## src/rtl/conv_pkg.sv

```systemverilog
// rtl/conv_pkg.sv - shared types and default geometry for the convolution pipeline
package conv_pkg;

   typedef enum logic [1:0] {
      IDLE,
      PRIME,
      RUN,
      FLUSH
   } state_t;

   localparam int DEF_ROW_LENGTH = 1280;
   localparam int DEF_NUM_ROWS   = 960;
   localparam int DEF_WIDTH      = 12;

endpackage

```

## src/rtl/raster_counter.sv

```systemverilog
// rtl/raster_counter.sv - column/row raster position counter with wrap at frame end
module raster_counter #(
   parameter  int COLS = 4,
   parameter  int ROWS = 3,
   localparam int CW   = $clog2(COLS),
   localparam int RW   = $clog2(ROWS)
) (
   input  logic          i_clk,
   input  logic          i_rst_n,
   input  logic          inc,
   input  logic          clr,
   output logic [CW-1:0] col,
   output logic [RW-1:0] row,
   output logic          last_col,
   output logic          last_row
);

   assign last_col = (col == CW'(COLS - 1));
   assign last_row = (row == RW'(ROWS - 1));

   // clr restarts the raster; a simultaneous inc makes the current beat position (0,0)
   always_ff @(posedge i_clk or negedge i_rst_n) begin
      if (!i_rst_n) begin
         col <= '0;
         row <= '0;
      end else if (clr) begin
         row <= '0;
         col <= inc ? CW'(1) : '0;
      end else if (inc) begin
         if (last_col) begin
            col <= '0;
            row <= last_row ? '0 : row + 1'b1;
         end else begin
            col <= col + 1'b1;
         end
      end
   end

endmodule

```

## src/rtl/conv_stream_aligner.sv

```systemverilog
// rtl/conv_stream_aligner.sv - re-centres 3x3 convolution output onto the pixel grid,
// zeroes borders and completes each frame with trailing pixels.
module conv_stream_aligner
   import conv_pkg::*;
#(
   parameter int ROW_LENGTH = DEF_ROW_LENGTH,
   parameter int NUM_ROWS   = DEF_NUM_ROWS,
   parameter int WIDTH      = DEF_WIDTH
) (
   input  logic             i_clk,
   input  logic             i_rst_n,
   input  logic             i_valid,
   input  logic             i_sof,
   input  logic [WIDTH-1:0] i_conv,
   output logic [WIDTH-1:0] o_data,
   output logic             o_valid,
   output logic             o_sof,
   output logic             o_eol,
   output logic             o_eof,
   output logic             o_busy,
   output logic             o_err
);

   localparam int CW = $clog2(ROW_LENGTH);
   localparam int RW = $clog2(NUM_ROWS);

   state_t           r_state;
   state_t           w_next;
   logic             w_start;
   logic             w_in_inc;
   logic             w_restart;
   logic             w_emit;
   logic             w_err_set;
   logic             w_border;

   logic [CW-1:0]    w_in_col;
   logic [RW-1:0]    w_in_row;
   logic             w_in_last_col;
   logic             w_in_last_row;
   logic [CW-1:0]    w_out_col;
   logic [RW-1:0]    w_out_row;
   logic             w_out_last_col;
   logic             w_out_last_row;

   logic [WIDTH-1:0] r_data;
   logic             r_valid;
   logic             r_sof;
   logic             r_eol;
   logic             r_eof;
   logic             r_busy;
   logic             r_err;

   assign w_start = i_valid & i_sof;

   raster_counter #(.COLS(ROW_LENGTH), .ROWS(NUM_ROWS)) u_in_pos (
      .i_clk    (i_clk),
      .i_rst_n  (i_rst_n),
      .inc      (w_in_inc),
      .clr      (w_restart),
      .col      (w_in_col),
      .row      (w_in_row),
      .last_col (w_in_last_col),
      .last_row (w_in_last_row)
   );

   // Output pixels are produced in strict raster order, so a plain counter gives (y,x)
   raster_counter #(.COLS(ROW_LENGTH), .ROWS(NUM_ROWS)) u_out_pos (
      .i_clk    (i_clk),
      .i_rst_n  (i_rst_n),
      .inc      (w_emit),
      .clr      (w_restart),
      .col      (w_out_col),
      .row      (w_out_row),
      .last_col (w_out_last_col),
      .last_row (w_out_last_row)
   );

   always_ff @(posedge i_clk or negedge i_rst_n) begin
      if (!i_rst_n) r_state <= IDLE;
      else          r_state <= w_next;
   end

   always_comb begin
      w_next    = r_state;
      w_in_inc  = 1'b0;
      w_restart = 1'b0;
      w_emit    = 1'b0;
      w_err_set = 1'b0;
      case (r_state)
         IDLE: begin
            if (w_start) begin
               w_next   = PRIME;
               w_in_inc = 1'b1;
            end
         end
         PRIME, RUN: begin
            if (w_start) begin
               w_next    = PRIME;
               w_in_inc  = 1'b1;
               w_restart = 1'b1;
               w_err_set = 1'b1;
            end else if (i_valid) begin
               w_in_inc = 1'b1;
               if (r_state == PRIME) begin
                  if (w_in_last_col) w_next = RUN;
               end else begin
                  // column 0 of row 1 has nothing pending; later rows owe the previous trailing pixel
                  w_emit = (w_in_col != '0) || (w_in_row != RW'(1));
                  if (w_in_last_col && w_in_last_row) w_next = FLUSH;
               end
            end else if (w_in_col != '0) begin
               w_err_set = 1'b1;
            end
         end
         FLUSH: begin
            if (w_start) begin
               w_next    = PRIME;
               w_in_inc  = 1'b1;
               w_restart = 1'b1;
               w_err_set = 1'b1;
            end else begin
               w_emit    = 1'b1;
               w_err_set = i_valid;
               if (w_out_last_col && w_out_last_row) w_next = IDLE;
            end
         end
         default: w_next = IDLE;
      endcase
   end

   assign w_border = (w_out_row == '0) || (w_out_col == '0) || w_out_last_row || w_out_last_col;

   always_ff @(posedge i_clk or negedge i_rst_n) begin
      if (!i_rst_n) begin
         r_data  <= '0;
         r_valid <= 1'b0;
         r_sof   <= 1'b0;
         r_eol   <= 1'b0;
         r_eof   <= 1'b0;
         r_busy  <= 1'b0;
         r_err   <= 1'b0;
      end else begin
         r_data  <= (w_emit && (r_state == RUN) && !w_border) ? i_conv : '0;
         r_valid <= w_emit;
         r_sof   <= w_emit && (w_out_col == '0) && (w_out_row == '0);
         r_eol   <= w_emit && w_out_last_col;
         r_eof   <= w_emit && w_out_last_col && w_out_last_row;
         r_busy  <= (r_state != IDLE);
         r_err   <= r_err | w_err_set;
      end
   end

   assign o_data  = r_data;
   assign o_valid = r_valid;
   assign o_sof   = r_sof;
   assign o_eol   = r_eol;
   assign o_eof   = r_eof;
   assign o_busy  = r_busy;
   assign o_err   = r_err;

endmodule

```

## config.mk

```make
export PLATFORM = sky130hd
export DESIGN_NAME = conv_stream_aligner
export DESIGN_NICKNAME = d
export VERILOG_FILES = /design/src/rtl/conv_pkg.sv /design/src/rtl/raster_counter.sv /design/src/rtl/conv_stream_aligner.sv
export SDC_FILE = /design/constraint.sdc
export NUM_CORES = 1
export LEC_CHECK = 0
export CAP_MARGIN = 0
export CELL_PAD_IN_SITES_DETAIL_PLACEMENT = 0
export CELL_PAD_IN_SITES_GLOBAL_PLACEMENT = 1
export CORE_UTILIZATION = 44
export CTS_CLUSTER_SIZE = 24
export DETAILED_ROUTE_END_ITERATION = 7
export PLACE_DENSITY_LB_ADDON = 0.1
export SETUP_SLACK_MARGIN = 0.02
export SLEW_MARGIN = 25
export SYNTH_ARGS = -nofsm -noshare
export SYNTH_HDL_FRONTEND = slang
export SYNTH_SLANG_ARGS = --single-unit
```

## constraint.sdc

```tcl
create_clock -name i_clk -period 2.83 [get_ports i_clk]
set_clock_uncertainty 0.15 [all_clocks]
set_input_delay 0.4245 -clock i_clk [delete_from_list [all_inputs] [get_ports i_clk]]
set_output_delay 0.4245 -clock i_clk [all_outputs]
set_load 0.005 [all_outputs]
```

# Yosys cells after proc, flatten, opt, wreduce, memory -nomap -nowiden
# Index checks and enable logic that the tools add are counted.
totals:
  ff_bits: 62
  output_inout_bits: 18
classes:
  n_addsub: 4
  n_eq_ne: 13
  mux: 41
  bitwise_logic: 2
  reduce_logical: 28
ops:
  columns: ["cell", "count"]
  rows:
  - ["10-bit 2-to-1 mux", 8]
  - ["11-bit 2-to-1 mux", 6]
  - ["11-bit by 1-bit adder with 11-bit output (second input constant)", 2]
  - ["11-bit equality test (second input constant)", 2]
  - ["10-bit by 1-bit adder with 10-bit output (second input constant)", 2]
  - ["10-bit equality test (second input constant)", 2]
  - ["2-bit 2-to-1 mux", 8]
  - ["1-bit 2-to-1 mux", 14]
  - ["12-bit 2-to-1 mux", 1]
  - ["11-bit zero test", 1]
  - ["11-bit nonzero test", 1]
  - ["10-bit zero test", 1]
  - ["10-bit by 1-bit inequality test with 1-bit output (second input constant)", 1]
  - ["2-bit nonzero test", 5]
  - ["1-bit logical AND", 8]
  - ["4-bit inequality test (second input constant)", 2]
  - ["3-bit inequality test (second input constant)", 2]
  - ["1-bit one-hot mux with 2 select lines", 3]
  - ["2-bit one-hot mux with 3 select lines", 1]
  - ["5-bit AND reduction", 1]
  - ["2-bit equality test (second input constant)", 2]
  - ["1-bit logical OR", 4]
  - ["2-bit AND reduction", 2]
  - ["2-bit OR reduction", 2]
  - ["other kinds (7)", 7]

# Logic depth before layout (Yosys ltp)
# Gate-level depths: netlist (run 1).
logic_depth:
  word_depth: 9
  ltp_mapped: 8
  depth_no_buf: 8

# Cells and area by module
# From an unflattened synthesis (run 1), not the netlist that was laid out.
hier_totals:
  cells_unflattened: 341
  area_unflattened_um2: 3377.0
by_module_without_submodules:
  columns: ["module", "instances", "cells_per_inst", "area_per_inst_um2", "seq_area_each_um2"]
  rows:
  - ["raster_counter", 2, 119, 1178.6, 525.5]
  - ["conv_stream_aligner", 1, 103, 1019.7, 500.5]

# Worst setup path after synthesis (run 1)
# OpenSTA, ideal clock, no wires.
synth_timing:
  kind: "reg-to-reg"
  start: "register r_state[0]"
  end: "register u_out_pos.row[6]"
  setup_ns: 0.078
  arrival_time_ns: 2.088
  setup_slack_ns: 0.514
  stages_incl_launch_ff: 8
  cell_sequence: "dfrtp_1 -> inv_1 -> ha_1 -> and3b_1 -> o21a_1 -> o211ai_2 -> or4b_2 -> a21oi_1"
synth_via:
  elab_chain_cells: 7
  word_cells_on_any_way: 14
  cone_classes: "3 x eq/ne; 6 x mux; 5 x reduce/logical"
synth_lines:
  columns: ["item", "line_no", "rtl"]
  rows:
  - ["start, declared", "conv_stream_aligner.sv:27", "state_t r_state;"]
  - ["start signal, assigned", "conv_stream_aligner.sv:80", "else r_state <= w_next;"]
  - ["2-bit by 1-bit equality test with 1-bit output", "conv_stream_aligner.sv:89, conv_stream_aligner.sv:104", null]
  - ["1-bit 2-to-1 mux", "conv_stream_aligner.sv:104", "if (r_state == PRIME) begin"]
  - ["1-bit 2-to-1 mux", "conv_stream_aligner.sv:102", "end else if (i_valid) begin"]
  - ["1-bit 2-to-1 mux", "conv_stream_aligner.sv:97", "if (w_start) begin"]
  - ["1-bit one-hot mux with 2 select lines", "conv_stream_aligner.sv:89", "case (r_state)"]
  - ["2-bit nonzero test (no line)", null, null]
  - ["2-bit AND reduction (no line)", null, null]
  - ["end signal, assigned", "raster_counter.sv:32", "row <= last_row ? '0 : row + 1'b1;"]
  - ["end, declared", "raster_counter.sv:13", "output logic [RW-1:0] row,"]
# Several ways; a longest one is shown, not always the timed one.
# A chain may end at the register's enable or synchronous reset.

# Worst setup path after layout (run 1)
layout_timing:
  start: "register r_state[0]"
  end: "register r_data[11], in the netlist o_data[11]"
layout_via:
  elab_chain_cells: 8
  word_cells_on_any_way: 11
  cone_classes: "3 x eq/ne; 5 x mux; 3 x reduce/logical"
layout_lines:
  columns: ["item", "line_no", "rtl"]
  rows:
  - ["2-bit by 1-bit equality test with 1-bit output", "conv_stream_aligner.sv:89, conv_stream_aligner.sv:104", null]
  - ["1-bit 2-to-1 mux", "conv_stream_aligner.sv:104", null]
  - ["1-bit 2-to-1 mux", "conv_stream_aligner.sv:102", null]
  - ["1-bit 2-to-1 mux", "conv_stream_aligner.sv:97", null]
  - ["1-bit one-hot mux with 2 select lines", "conv_stream_aligner.sv:89", null]
  - ["1-bit logical AND * (2 in series)", "conv_stream_aligner.sv:143", "r_data <= (w_emit && (r_state == RUN) && !w_border) ? i_conv : '0;"]
  - ["12-bit 2-to-1 mux *", "conv_stream_aligner.sv:143", null]
  - ["end signal, assigned", "conv_stream_aligner.sv:143", null]
  - ["end, declared", "conv_stream_aligner.sv:45", "logic [WIDTH-1:0] r_data;"]
# Mark *: on every way between the ends. The rest lies on a longest branch, timed or not.

==> results.txt, run 1 <==
Outcome - finished clean
Critical path arrival - 2.56 ns
Root Buffer - clkbuf_8
Clock Sinks - 62
Crit start category - flip-flop
Worst-Margin Slew - 0.617 ns
Crit path largest cell delay - 0.51 ns
Number of global-route vias before repair - 2525
Fmax achieved - 0.409 GHz
CTS tree - yes
CTS clk-pin slew, worst paths - 0.06 ns
H-tree depth reported by CTS - 3
Synth cell types - 55
# port buffers - 33
Initial drt markers - 97
GRT Max-Usage Layer - met2
Clock group share of total power - 40.1%
Area delta synth->final - 21.3%
DR pass1 iterations - 4
Critical path type - reg -> reg
Hold WS - 0.354 ns
Final Setup Violations - 0
M1 GR Usage - 26.9%
Switching share of power - 24.4%
Critical path required time - 2.95 ns
Starting Density - 45.5%
Post-synthesis average cell area - 9.38 µm²
Residual DRC - 0
Vias per cell - 5.39
Internal - 0.00138 W
CTS Buffer Depth - 2
Synthesis Warnings - 0
Nature of the critical path endpoint - flip-flop
Slew headroom - 58.7%
Grt met3 use - 5.69%
Most common cell in the synthesized netlist - dfrtp_1
Die Ht - 88.6 µm
LEAKAGE - 1.76 nW
Final Non-Filler Cells - 505
Clk Latency, worst-skew pair - 0.33 ns
R2R depth - 8
Seq/Total Area, Yosys - 47.0%
First-pass GRT wire length - 12200 µm
Fin crit share - 86.4%
Final Instance Area - 0.00401 mm²
PwrDens - 456 mW/mm²
Crit path launch - r_state[0]
Ant. Diodes - 0
Post-Syn Instances - 352
Leading post-synthesis cells by cell area - dfrtp_1 47%, ha_1 4.9%, nand2_1 4.3%
Psw - 0.000446 W
Number of synthesized flops with an enable pin - 0
Pre-CTS setup slack - 0.156 ns
WL per Instance - 14.3 µm
Netlist Area Pre-Place - 0.00330 mm²
Antenna violations before repair - 0
Max-slew violation count - 0
DP HPWL - 5080 µm
Global Route Usage Sum - 20.2%
Share of the synthesized area in the top cell type - 47.0%
HP Class - reg -> reg
Met2 Use GR - 31.9%
Via count - 2724
Max VDD drop - 274 µV
FFs w/ async S/R, synth - 100%
Final net count - 431
Sequential share of power - 51.0%
Std-Cell Core Area - 0.00725 mm²
Worst-path fanout max - 12
Placer Congestion - 0.804
Commonest cells post-synth - 62 x dfrtp_1, 38 x nand2_1, 27 x nor2_1
Drt total wl - 7220 µm
Crit-path cells - inv_1 -> ha_1 -> and3b_1 -> o21a_1 -> buf_4 -> o211ai_2 -> nor2_1 -> and2_1
Largest net degree at the start of global routing - 25
Row cnt - 31
Layout cells sized above 1 - 10.3%
Slowest-stage cell, CP - nor2_1
Final TNS setup - 0 ns
R2R Path Start - r_state[0]
CTS-repair resized insts - 0
Leading area contributor after synthesis - dfrtp_1
Min Clock Period, post-route - 2.44 ns
Die area - 0.00786 mm²
Post-DP Area - 0.00381 mm²
RSZ-0062 raised after global routing - no
Post-DRT Antenna Nets - 0
Hold path depth - 1
Total CTS buffers - 9
I/O pin total - 34
Die width - 88.6 µm
Final Hold Viols - 0
Seq cells post-synth - 62
Synthesized Nets - 381
Worst hold path startpoint - o_err
Max-Cap Viols - 0
Placed insts - 489
Comb pwr share - 8.9%
Dominant synthesized flop cell - dfrtp_1
Gr ovfl total - 0
Final setup margin - 0.386 ns
==> per-stage QoR <==
step	util (%)	total power, W
floorplan	-	0.00103
global placement	52.5	0.00111
detailed placement	52.5	0.00111
CTS	55.3	0.00186
global route	55.3	0.00193
finish	55.3	0.00183
==> routing by layer <==
layer	vias up	wire (µm)
met5	-	0
met4	0	93
li1	1366	-
met1	1297	3650
met2	53	3150
met3	8	324
==> worst max-delay path: cells and delay by family (launching register included) <==
kind / cells / cell delay [ns]
and+or+nand+nor: 3 / 0.91
AOI/OAI and AO/OA: 2 / 0.27
buffers and inverters: 2 / 0.27
adders and majority gates: 1 / 0.37
DFF: 1 / 0.42
==> placed cells by master, fill, tap and decap left out, types with 13 or more instances in the layout <==
cell type / n
buf_4: 14
and2_1: 13
ha_1: 13
clkbuf_8: 13
nand3_1: 20
nand2_1: 38
nor2_1: 27
a21oi_1: 22
inv_1: 17
clkdlybuf4s50_1: 32
o21ai_0: 21
dfrtp_1: 62
==> power groups by stage <==
stage / Combinational, W / Sequential, W / Clock, W
after floorplan: 0.0000921 / 0.000942 / 0
after global placement: 0.000163 / 0.000949 / 0
after detailed placement: 0.000164 / 0.000949 / 0
after CTS: 0.000167 / 0.000933 / 0.000760
after global routing: 0.000189 / 0.000935 / 0.000802
final: 0.000163 / 0.000933 / 0.000733
==> timing repair <==
| action | CTS | global route |
|---|---|---|
| setup buffers | 0 | 0 |
| endpoints found under the hold margin | 19 | 0 |
| hold buffers | 1 | 0 |
==> state kept, by name, summed over array words and instances (netlist names) <==
register,count
o_data,12
u_in_pos.col,11
u_out_pos.col,11
u_in_pos.row,10
u_out_pos.row,10
r_state,2
o_busy,1
o_eof,1
o_eol,1
o_err,1
o_sof,1
o_valid,1
==> logic make-up after synthesis <==
| group | count (synthesis) | synth area share [%] |
|---|---|---|
| and+or+nand+nor | 162 | 26.6 |
| AOI/OAI and AO/OA | 77 | 15.1 |
| DFF | 62 | 47.0 |
| buffers and inverters | 27 | 3.45 |
| adders and majority gates | 13 | 4.92 |
| xor gates and xnor gates | 8 | 2.12 |
| muxes | 3 | 0.909 |
==> area by class of cell <==
class	instances	area [µm²]
multi-input combinational	263	1640
tap	99	124
sequential	62	1550
clock buffer	15	186
inverter	18	67.6
timing repair buffer	48	440
fill	689	3250
==> path summary, 6_finish.rpt <==
kind | end | slack (ns)
min in group asynchronous | u_out_pos.row[4] | 0.43
max reg2reg | o_data[11] | 0.39
min reg2reg | o_err | 0.35
max | o_data[11] | 0.39
min | o_err | 0.35
max in group asynchronous | u_in_pos.row[5] | 1.41
(Power assumes the default switching activity.)
==> run 2: changes to the inputs <==
Settings changed: SYNTH_HIERARCHICAL from default to 1.
==> results.txt, run 2 <==
Max-slew violation count - 0
Min Clock Period, post-route - 2.55 ns
First-pass GRT wire length - 12500 µm
Post-Syn Instances - 341
Antenna violations before repair - 0
Seq cells post-synth - 62
Area delta synth->final - 19.7%
WL per Instance - 15.3 µm
Final Non-Filler Cells - 490
Netlist Area Pre-Place - 0.00338 mm²
LEAKAGE - 1.72 nW
Dominant synthesized flop cell - dfrtp_1
Slew headroom - 59.8%
Final net count - 412
Total CTS buffers - 9
Critical path arrival - 2.62 ns
Commonest non-fill, non-tap cells in the layout - 62 x dfrtp_1, 48 x nor2_1, 32 x clkdlybuf4s50_1, 23 x nand3_1, 22 x nand2_1
Fillers - 652
Worst-path fanout max - 7
Final TNS setup - 0 ns
Nature of the critical path endpoint - flip-flop
Reg2reg end - u_out_pos/row[3]
Outcome - finished clean
Global Route Usage Sum - 20.5%
Total Power - 0.00269 W
Number of flip-flops in the largest register - 12
Critical path required time - 2.90 ns
# port buffers - 33
Row cnt - 31
Share of the synthesized area in the top cell type - 45.9%
Clock Sinks - 62
Seq. cell area - 0.00155 mm²
Crit start category - flip-flop
R2R Path Start - r_state[0]
Number of synthesized flops with an enable pin - 0
I/O pin total - 34
Die area - 0.00803 mm²
Hold path depth - 1
PwrDens - 665 mW/mm²
Final Hold Viols - 0
Post-DRT Antenna Nets - 0
Synthesized Nets - 367
Post-synthesis average cell area - 9.90 µm²
CTS tree - yes
Largest net degree at the start of global routing - 23
Residual DRC - 0
Critical path type - reg -> reg
Synth cell types - 52
Starting Density - 46.1%
Worst-Margin Slew - 0.598 ns
Commonest cells post-synth - 62 x dfrtp_1, 49 x nor2_1, 23 x nand3_1
Clk Latency, worst-skew pair - 0.34 ns
Worst hold path startpoint - o_err
Final Setup Violations - 0
Fin crit share - 90.2%
Hold Path Sink - o_err
Via count - 2707
Area of the multi-input gates - 0.00170 mm²
Synthesis Warnings - 6
Std-Cell Core Area - 0.00733 mm²
R2R depth - 9
Layout cells sized above 1 - 12.5%
H-tree depth reported by CTS - 3
Fmax achieved - 0.392 GHz
Setup slack, reg-to-reg - 0.28 ns
Max-Cap Viols - 0
Max VDD drop - 280 µV
Leading post-synthesis cells by cell area - dfrtp_1 46%, nor2_1 5.4%, ha_1 3.7%
Gr ovfl total - 0
Drt total wl - 7510 µm
Die Ht - 89.6 µm
Number of global-route vias before repair - 2453
Ant. Diodes - 0
Placed insts - 473
Placer Congestion - 0.800
CTS clk-pin slew, worst paths - 0.08 ns
Hold WS - 0.336 ns
RSZ-0062 raised after global routing - no
FFs w/ async S/R, synth - 100%
DP HPWL - 5360 µm
Die width - 89.6 µm
DR pass1 iterations - 4
Leading area contributor after synthesis - dfrtp_1
Seq/Total Area, Yosys - 45.9%
Initial drt markers - 101
Root Buffer - clkbuf_8
Most common cell in the synthesized netlist - dfrtp_1
Commonest non-fill, non-tap cell in the layout - dfrtp_1
CTS Buffer Depth - 2
HP Class - reg -> reg
Vias per cell - 5.52
## run 2: critical path, cell delays in order, from the launching register on
cell and delay, ns:
dfrtp_1 0.46, inv_1 0.12, ha_1 0.38, nor3b_2 0.19, o221ai_4 0.17, inv_1 0.14, buf_4 0.17, a41oi_4 0.23
nor2_2 0.13, a221o_1 0.30
## run 2: worst max-delay path by stage
stage / slack (ns) / cells after the start / startpoint / endpoint
finish: 0.28 / 9 / r_state[0] / u_out_pos/row[3]
global route: 0.07 / 9 / r_state[0] / u_out_pos/col[7]
CTS: 0.18 / 8 / r_state[0] / u_out_pos/row[8]
detailed placement: 0.12 / 8 / i_valid / u_out_pos/row[8]
global placement: 0.21 / 9 / i_valid / u_out_pos/col[9]
floorplan: 0.17 / 11 / r_state[0] / u_out_pos/col[9]
## run 2: repair_timing
action	CTS	global route
resized for setup	0	1
setup buffers	0	0
hold endpoints to repair	19	0
hold buffers	1	0
endpoints found under the setup margin	0	6
## run 2: final cells by class
type	instances	share of cell area (%)
Multi-Input combinational cell	257	42.1
Inverter	9	0.836
Sequential cell	62	38.4
Timing Repair Buffer	47	10.7
Clock buffer	10	3.41
Tap cell	99	3.07
Clock inverter	6	1.52
## run 2: routing by layer
layer	wire (µm)	track usage, %	vias to the layer above	part of all wire, %
met3	301	2.83	10	4.0
met5	0	0	-	0
met1	3880	29.8	1290	52
met4	92	7.79	0	1.2
li1	-	-	1342	-
met2	3230	31.1	65	43
## run 2: where the power goes
group          switching [W]  internal, W  leakage, nW
combinational       0.000429     0.000332        0.807
clock               0.000362     0.000428        0.102
sequential          0.000142     0.000996        0.812
## run 2: cell families after synthesis
family | Yosys count | share of synthesized area, %
buf+inv | 22 | 3.93
compound gates | 66 | 16.3
flops | 62 | 45.9
fa+ha+maj | 10 | 3.71
simple gates | 163 | 25.5
xor+xnor | 18 | 4.67
## run 2: metrics by stage
step                      setup WS (ns)  utilization, %  instance area (µm²)
after floorplan                   0.170               -                 3380
after global placement            0.207            52.2                 3830
after detailed placement          0.116            52.2                 3830
after CTS                         0.177            55.1                 4040
after global routing             0.0689            55.1                 4040
final                             0.278            55.1                 4040
